`src/rtl/input_debouncer_if.sv`:
```
// Signal bundle between a raw switch source and the debouncer.
// master drives the raw level; slave (the debouncer) returns the debounced level and edge pulses.
interface input_debouncer_if;
    logic i1;
    logic Q;
    logic Q_neg;
    logic rise;
    logic fall;

    modport master (output i1, input Q, Q_neg, rise, fall);
    modport slave  (input i1, output Q, Q_neg, rise, fall);
endinterface

```
`src/rtl/input_debouncer.sv`:
```
// Switch/button debouncer: two-flop synchronizer, four-state stability FSM, optional edge pulses.
// Optional feature macro: DEBOUNCE_EDGE_DETECT_EN (rise/fall pulse registers; tied low when undefined).
module input_debouncer #(
    parameter int unsigned STABLE_CYCLES = 4,
    parameter int unsigned CNT_W         = 16
) (
    input logic               clk,
    input logic               rst_n,
    input_debouncer_if.slave  dbif
);
    localparam logic [CNT_W-1:0] LAST_CNT = CNT_W'(STABLE_CYCLES - 1);

    typedef enum logic [1:0] {
        STABLE_LO = 2'd0,
        PEND_HI   = 2'd1,
        STABLE_HI = 2'd2,
        PEND_LO   = 2'd3
    } state_t;

    state_t           state;
    logic             sync1;
    logic             sync2;
    logic             q;
    logic [CNT_W-1:0] cnt;
    logic             mismatch_c;
    logic             settle_c;

    // The stable-state entry cycle already counts as the first mismatch cycle,
    // so settle fires when the run of mismatches reaches STABLE_CYCLES.
    always_comb begin
        mismatch_c = 1'b0;
        case (state)
            STABLE_LO, PEND_HI: mismatch_c = sync2;
            STABLE_HI, PEND_LO: mismatch_c = ~sync2;
            default:            mismatch_c = 1'b0;
        endcase
        settle_c = mismatch_c && (cnt == LAST_CNT);
    end

    always_ff @(posedge clk or negedge rst_n) begin
        if (!rst_n) begin
            sync1 <= 1'b0;
            sync2 <= 1'b0;
            state <= STABLE_LO;
            cnt   <= '0;
            q     <= 1'b0;
        end else begin
            sync1 <= dbif.i1;
            sync2 <= sync1;
            if (settle_c) begin
                q     <= ~q;
                cnt   <= '0;
                state <= q ? STABLE_LO : STABLE_HI;
            end else if (mismatch_c) begin
                cnt   <= cnt + CNT_W'(1);
                state <= q ? PEND_LO : PEND_HI;
            end else begin
                // Glitch or steady level: drop any partial count.
                cnt   <= '0;
                state <= q ? STABLE_HI : STABLE_LO;
            end
        end
    end

    assign dbif.Q     = q;
    assign dbif.Q_neg = ~q;

`ifdef DEBOUNCE_EDGE_DETECT_EN
    logic rise_r;
    logic fall_r;

    // Pulses line up with the cycle right after Q toggles; reset never emits one.
    always_ff @(posedge clk or negedge rst_n) begin
        if (!rst_n) begin
            rise_r <= 1'b0;
            fall_r <= 1'b0;
        end else begin
            rise_r <= settle_c & ~q;
            fall_r <= settle_c & q;
        end
    end

    assign dbif.rise = rise_r;
    assign dbif.fall = fall_r;
`else
    assign dbif.rise = 1'b0;
    assign dbif.fall = 1'b0;
`endif

endmodule

```
`src/flat_wrapper.sv`:
```
// flat-port wrapper written by rule: the top's interface ports become plain ports
module input_debouncer_flat 
#(
    parameter int unsigned STABLE_CYCLES = 4,
    parameter int unsigned CNT_W         = 16
)
  (clk, rst_n, dbif_i1, dbif_Q, dbif_Q_neg, dbif_rise, dbif_fall);
  input_debouncer_if dbif_i ();
  input logic clk;
  input logic rst_n;
  input wire logic [$bits(dbif_i.i1)-1:0] dbif_i1;
  output wire logic [$bits(dbif_i.Q)-1:0] dbif_Q;
  output wire logic [$bits(dbif_i.Q_neg)-1:0] dbif_Q_neg;
  output wire logic [$bits(dbif_i.rise)-1:0] dbif_rise;
  output wire logic [$bits(dbif_i.fall)-1:0] dbif_fall;
  assign dbif_i.i1 = dbif_i1;
  assign dbif_Q = dbif_i.Q;
  assign dbif_Q_neg = dbif_i.Q_neg;
  assign dbif_rise = dbif_i.rise;
  assign dbif_fall = dbif_i.fall;
  input_debouncer #(.STABLE_CYCLES(STABLE_CYCLES), .CNT_W(CNT_W)) u_core (.clk(clk), .rst_n(rst_n), .dbif(dbif_i));
endmodule
```
`config.mk`:
```
export PLATFORM = sky130hd
export DESIGN_NAME = input_debouncer_flat
export DESIGN_NICKNAME = d
export VERILOG_FILES = /design/src/rtl/input_debouncer_if.sv /design/src/rtl/input_debouncer.sv /design/src/flat_wrapper.sv
export SDC_FILE = /design/constraint.sdc
export NUM_CORES = 1
export LEC_CHECK = 0
export ABC_CLOCK_PERIOD_IN_PS = 2300
export CAP_MARGIN = 15
export CORE_MARGIN = 1.5
export CORE_UTILIZATION = 59
export CTS_CLUSTER_SIZE = 28
export DETAILED_ROUTE_END_ITERATION = 10
export PLACE_DENSITY_LB_ADDON = 0.15
export SLEW_MARGIN = 20
export SYNTH_ARGS = -nofsm -noshare
export SYNTH_HDL_FRONTEND = slang
export SYNTH_SLANG_ARGS = --single-unit
```
`constraint.sdc`:
```
create_clock -name clk -period 2.3 [get_ports clk]
set_input_delay 0.69 -clock clk [delete_from_list [all_inputs] [get_ports clk]]
set_output_delay 0.69 -clock clk [all_outputs]
set_load 0.005 [all_outputs]
```
==> flow_summary.json, run 1 <==
{
  "outcome": "finished clean",
  "wl_um": 1566,
  "switching_power_uw": 234.6,
  "final_nets": 107,
  "switching_share_pct": 29.33,
  "power.share.clock_pct": 24.4,
  "async_flop_share_pct": 100.0,
  "yosysUniqueCellTypes": 21,
  "pwr-share-seq_pct": 52.7,
  "cts_root_buffer": "clkbuf_4",
  "holdWs_ns": 0.3649,
  "ys_top_cells_by_area": "dfrtp_1 (53%), xnor2_1 (14%), nor2_1 (7.9%), nor4_1 (3.3%), nand3_1 (2.6%)",
  "syn_to_final_growth_pct": 8.673,
  "numPortBuffers": 4,
  "use_met2_pct": 32.54,
  "hold_path.class": "reg2reg",
  "viasPerCell": 5.568,
  "cap_violations": 0,
  "hold_violations": 0,
  "clock_path_buffers": 2,
  "synth_area_sq_um": 952.2,
  "grt_max_degree": 21,
  "cts_hold_buf": 0,
  "synth-main-ff-cell": "dfrtp_1",
  "place.gp.congestion": 0.7827,
  "yosys-top-cells-count": "dfrtp_1 (20), nor2_1 (20), xnor2_1 (15)",
  "ant_nets": 0,
  "drtIter0Drc": 10,
  "cts_made_buffers": 3,
  "gr-total-overflow": 0,
  "fp.coreArea_sq_um": 1506,
  "crit_path_max_incr_delay_ns": 0.52,
  "syn_inst": 96,
  "dieArea_sq_um": 1864,
  "synth_top_area_cell": "dfrtp_1",
  "p_leak_nw": 0.4170,
  "grt_use_total_pct": 20.67,
  "tightest_slew_ns": 0.5704,
  "dr_total_vias": 657,
  "wl_per_cell_um": 13.27,
  "p_per_area_nw_per_um2": 772.9,
  "initial_core_util_pct": 63.21,
  "fin_tns_setup_ns": 0,
  "post_route_cells_drive_above_1_share_pct": 6.863,
  "clock_skew_ns": 0.002900,
  "fp-row-count": 14,
  "setup_viol": 0,
  "first_pass_iters": 4,
  "gr-max-usage-layer": "met2",
  "cp.required_ns": 1.61,
  "p_int_uw": 565.2,
  "ir_drop_mv": 0.5037,
  "antenna_found_initial": 0,
  "diodes": 0,
  "critical_path_class": "reg2out",
  "cts_sinks": 20,
  "grt_use_met1_pct": 27.62,
  "grt_pass1_wl_um": 2822,
  "netlist.area_leader.share_pct": 52.56,
  "timing.fmax_mhz": 499.7,
  "relSlewSlack_pct": 61.97,
  "setup_ws_ns": 0.2986,
  "seq_area_frac_synth_pct": 52.56,
  "grt_setup_unrepaired": "false",
  "cts_tree": "done",
  "slew_violations": 0,
  "synth_edf_count": 0,
  "avgSynthCellArea_sq_um": 9.918,
  "path_clk_slew_ns": 0.10,
  "synth-seq-cells": 20,
  "post-place-ws_ns": 0.4701,
  "ys_warn_count": 0,
  "cts_setup_buffers": 0,
  "start_kind": "flop",
  "hpwl_um": 1165,
  "finalPower_uw": 799.8,
  "grt_pass1_vias": 636,
  "die-height_um": 43.17,
  "die_width_um": 43.17,
  "pwr-share-comb_pct": 22.8,
  "cp.arrival_ns": 1.31,
  "cp_slowest_cell": "clkdlybuf4s50_1",
  "ios": 7,
  "period_needed_ns": 2.001,
  "fin_crit_sh_pct": 87.02,
  "htreeDepth": 1,
  "drc": 0,
  "path_cells": "inv_1, clkdlybuf4s50_1",
  "cts.repair.resized": 0,
  "crit_path_end_kind": "primary output",
  "crit_path_max_fanout": 3,
  "use_met3_pct": 3.830,
  "clk_latency_ns": 0.29
}
## power by group through the flow
stage                     sequential [mW]  clock (mW)  combinational (mW)
after floorplan                     0.425           0               0.129
after global placement              0.426           0               0.179
after detailed placement            0.430           0               0.185
after CTS                           0.423       0.202               0.187
after global routing                0.428       0.215               0.210
final                               0.422       0.195               0.183
## logic make-up after synthesis
group                    Yosys count  synth area share [%]
flip-flops                        20                 52.56
adder cells (fa/ha/maj)            1                 1.314
AO/OA/AOI/OAI                      2                 1.314
XOR/XNOR                          16                 14.72
AND/OR/NAND/NOR                   46                 24.70
other                              1                0.3938
buffers and inverters             10                 4.993
## final timing paths
| path | start | end | slack (ns) | cells after the start |
|---|---|---|---|---|
| min in group asynchronous | rst_n | u_core.cnt[8] | 0.72 | 2 |
| setup reg to reg | u_core.cnt[0] | u_core.cnt[4] | 0.44 | 5 |
| max in group asynchronous | rst_n | u_core.cnt[4] | 1.38 | 2 |
| hold / removal | u_core.sync1 | u_core.sync2 | 0.36 | 0 |
| setup / recovery | u_core.dbif.Q | dbif_Q_neg | 0.30 | 2 |
| hold reg to reg | u_core.sync1 | u_core.sync2 | 0.36 | 0 |
## worst max-delay path: cells and delay by family, from the launching register on
kind	cells	cell delay [ns]
buffers and inverters	2	0.64
DFF	1	0.39
## flip-flops by register name (all words and copies together) (netlist names)
register and cells:
u_core.sync1 1, u_core.state 1, u_core.cnt 16, u_core.sync2 1, u_core.dbif.Q 1
## through the flow
step                      cells  utilization (%)  instance area [sq um]
after floorplan              97                -                  955.9
after global placement      114            66.28                  998.5
after detailed placement    114            66.28                  998.5
after CTS                   118            68.69                   1035
after global routing        118            68.69                   1035
final                       118            68.69                   1035
## placed cells by master (no fill, tap or decap), drive strengths merged
cell type / n
nor2: 20
dfrtp: 20
xnor2: 15
inv: 6
nor4: 5
nand3: 5
nand4: 5
nor3: 4
clkdlybuf4s50: 4
clkbuf: 4
nand2: 3
conb: 2
nor4b: 1
nand2b: 1
xor2: 1
or3: 1
o31ai: 1
or4: 1
a21oi: 1
ha: 1
buf: 1
## per-layer routing
layer	vias to the layer above	share of wire, %
li1	326	-
met1	318	45
met2	9	51
met3	4	2.2
met4	0	1.6
met5	-	0
## area by class of cell
class,count,area [sq um]
Inverter,6,22.52
Fill cell,133,471.7
Sequential cell,20,500.5
Clock buffer,4,36.28
Multi-Input combinational cell,67,407.9
Timing Repair Buffer,5,47.55
Tap cell,16,20.02
Note: power is estimated with default switching activity, not from simulation.
==> run 2: changes to the inputs <==
- ABC_CLOCK_PERIOD_IN_PS: 2300 -> unset
==> results of run 2 <==
Final layout, timing and power as in run 1 (identical DEF).
==> run 3: changes to the inputs <==
- ABC_CLOCK_PERIOD_IN_PS: unset -> 2300
==> results of run 3 <==
Final layout, timing and power as in run 1 (identical DEF).
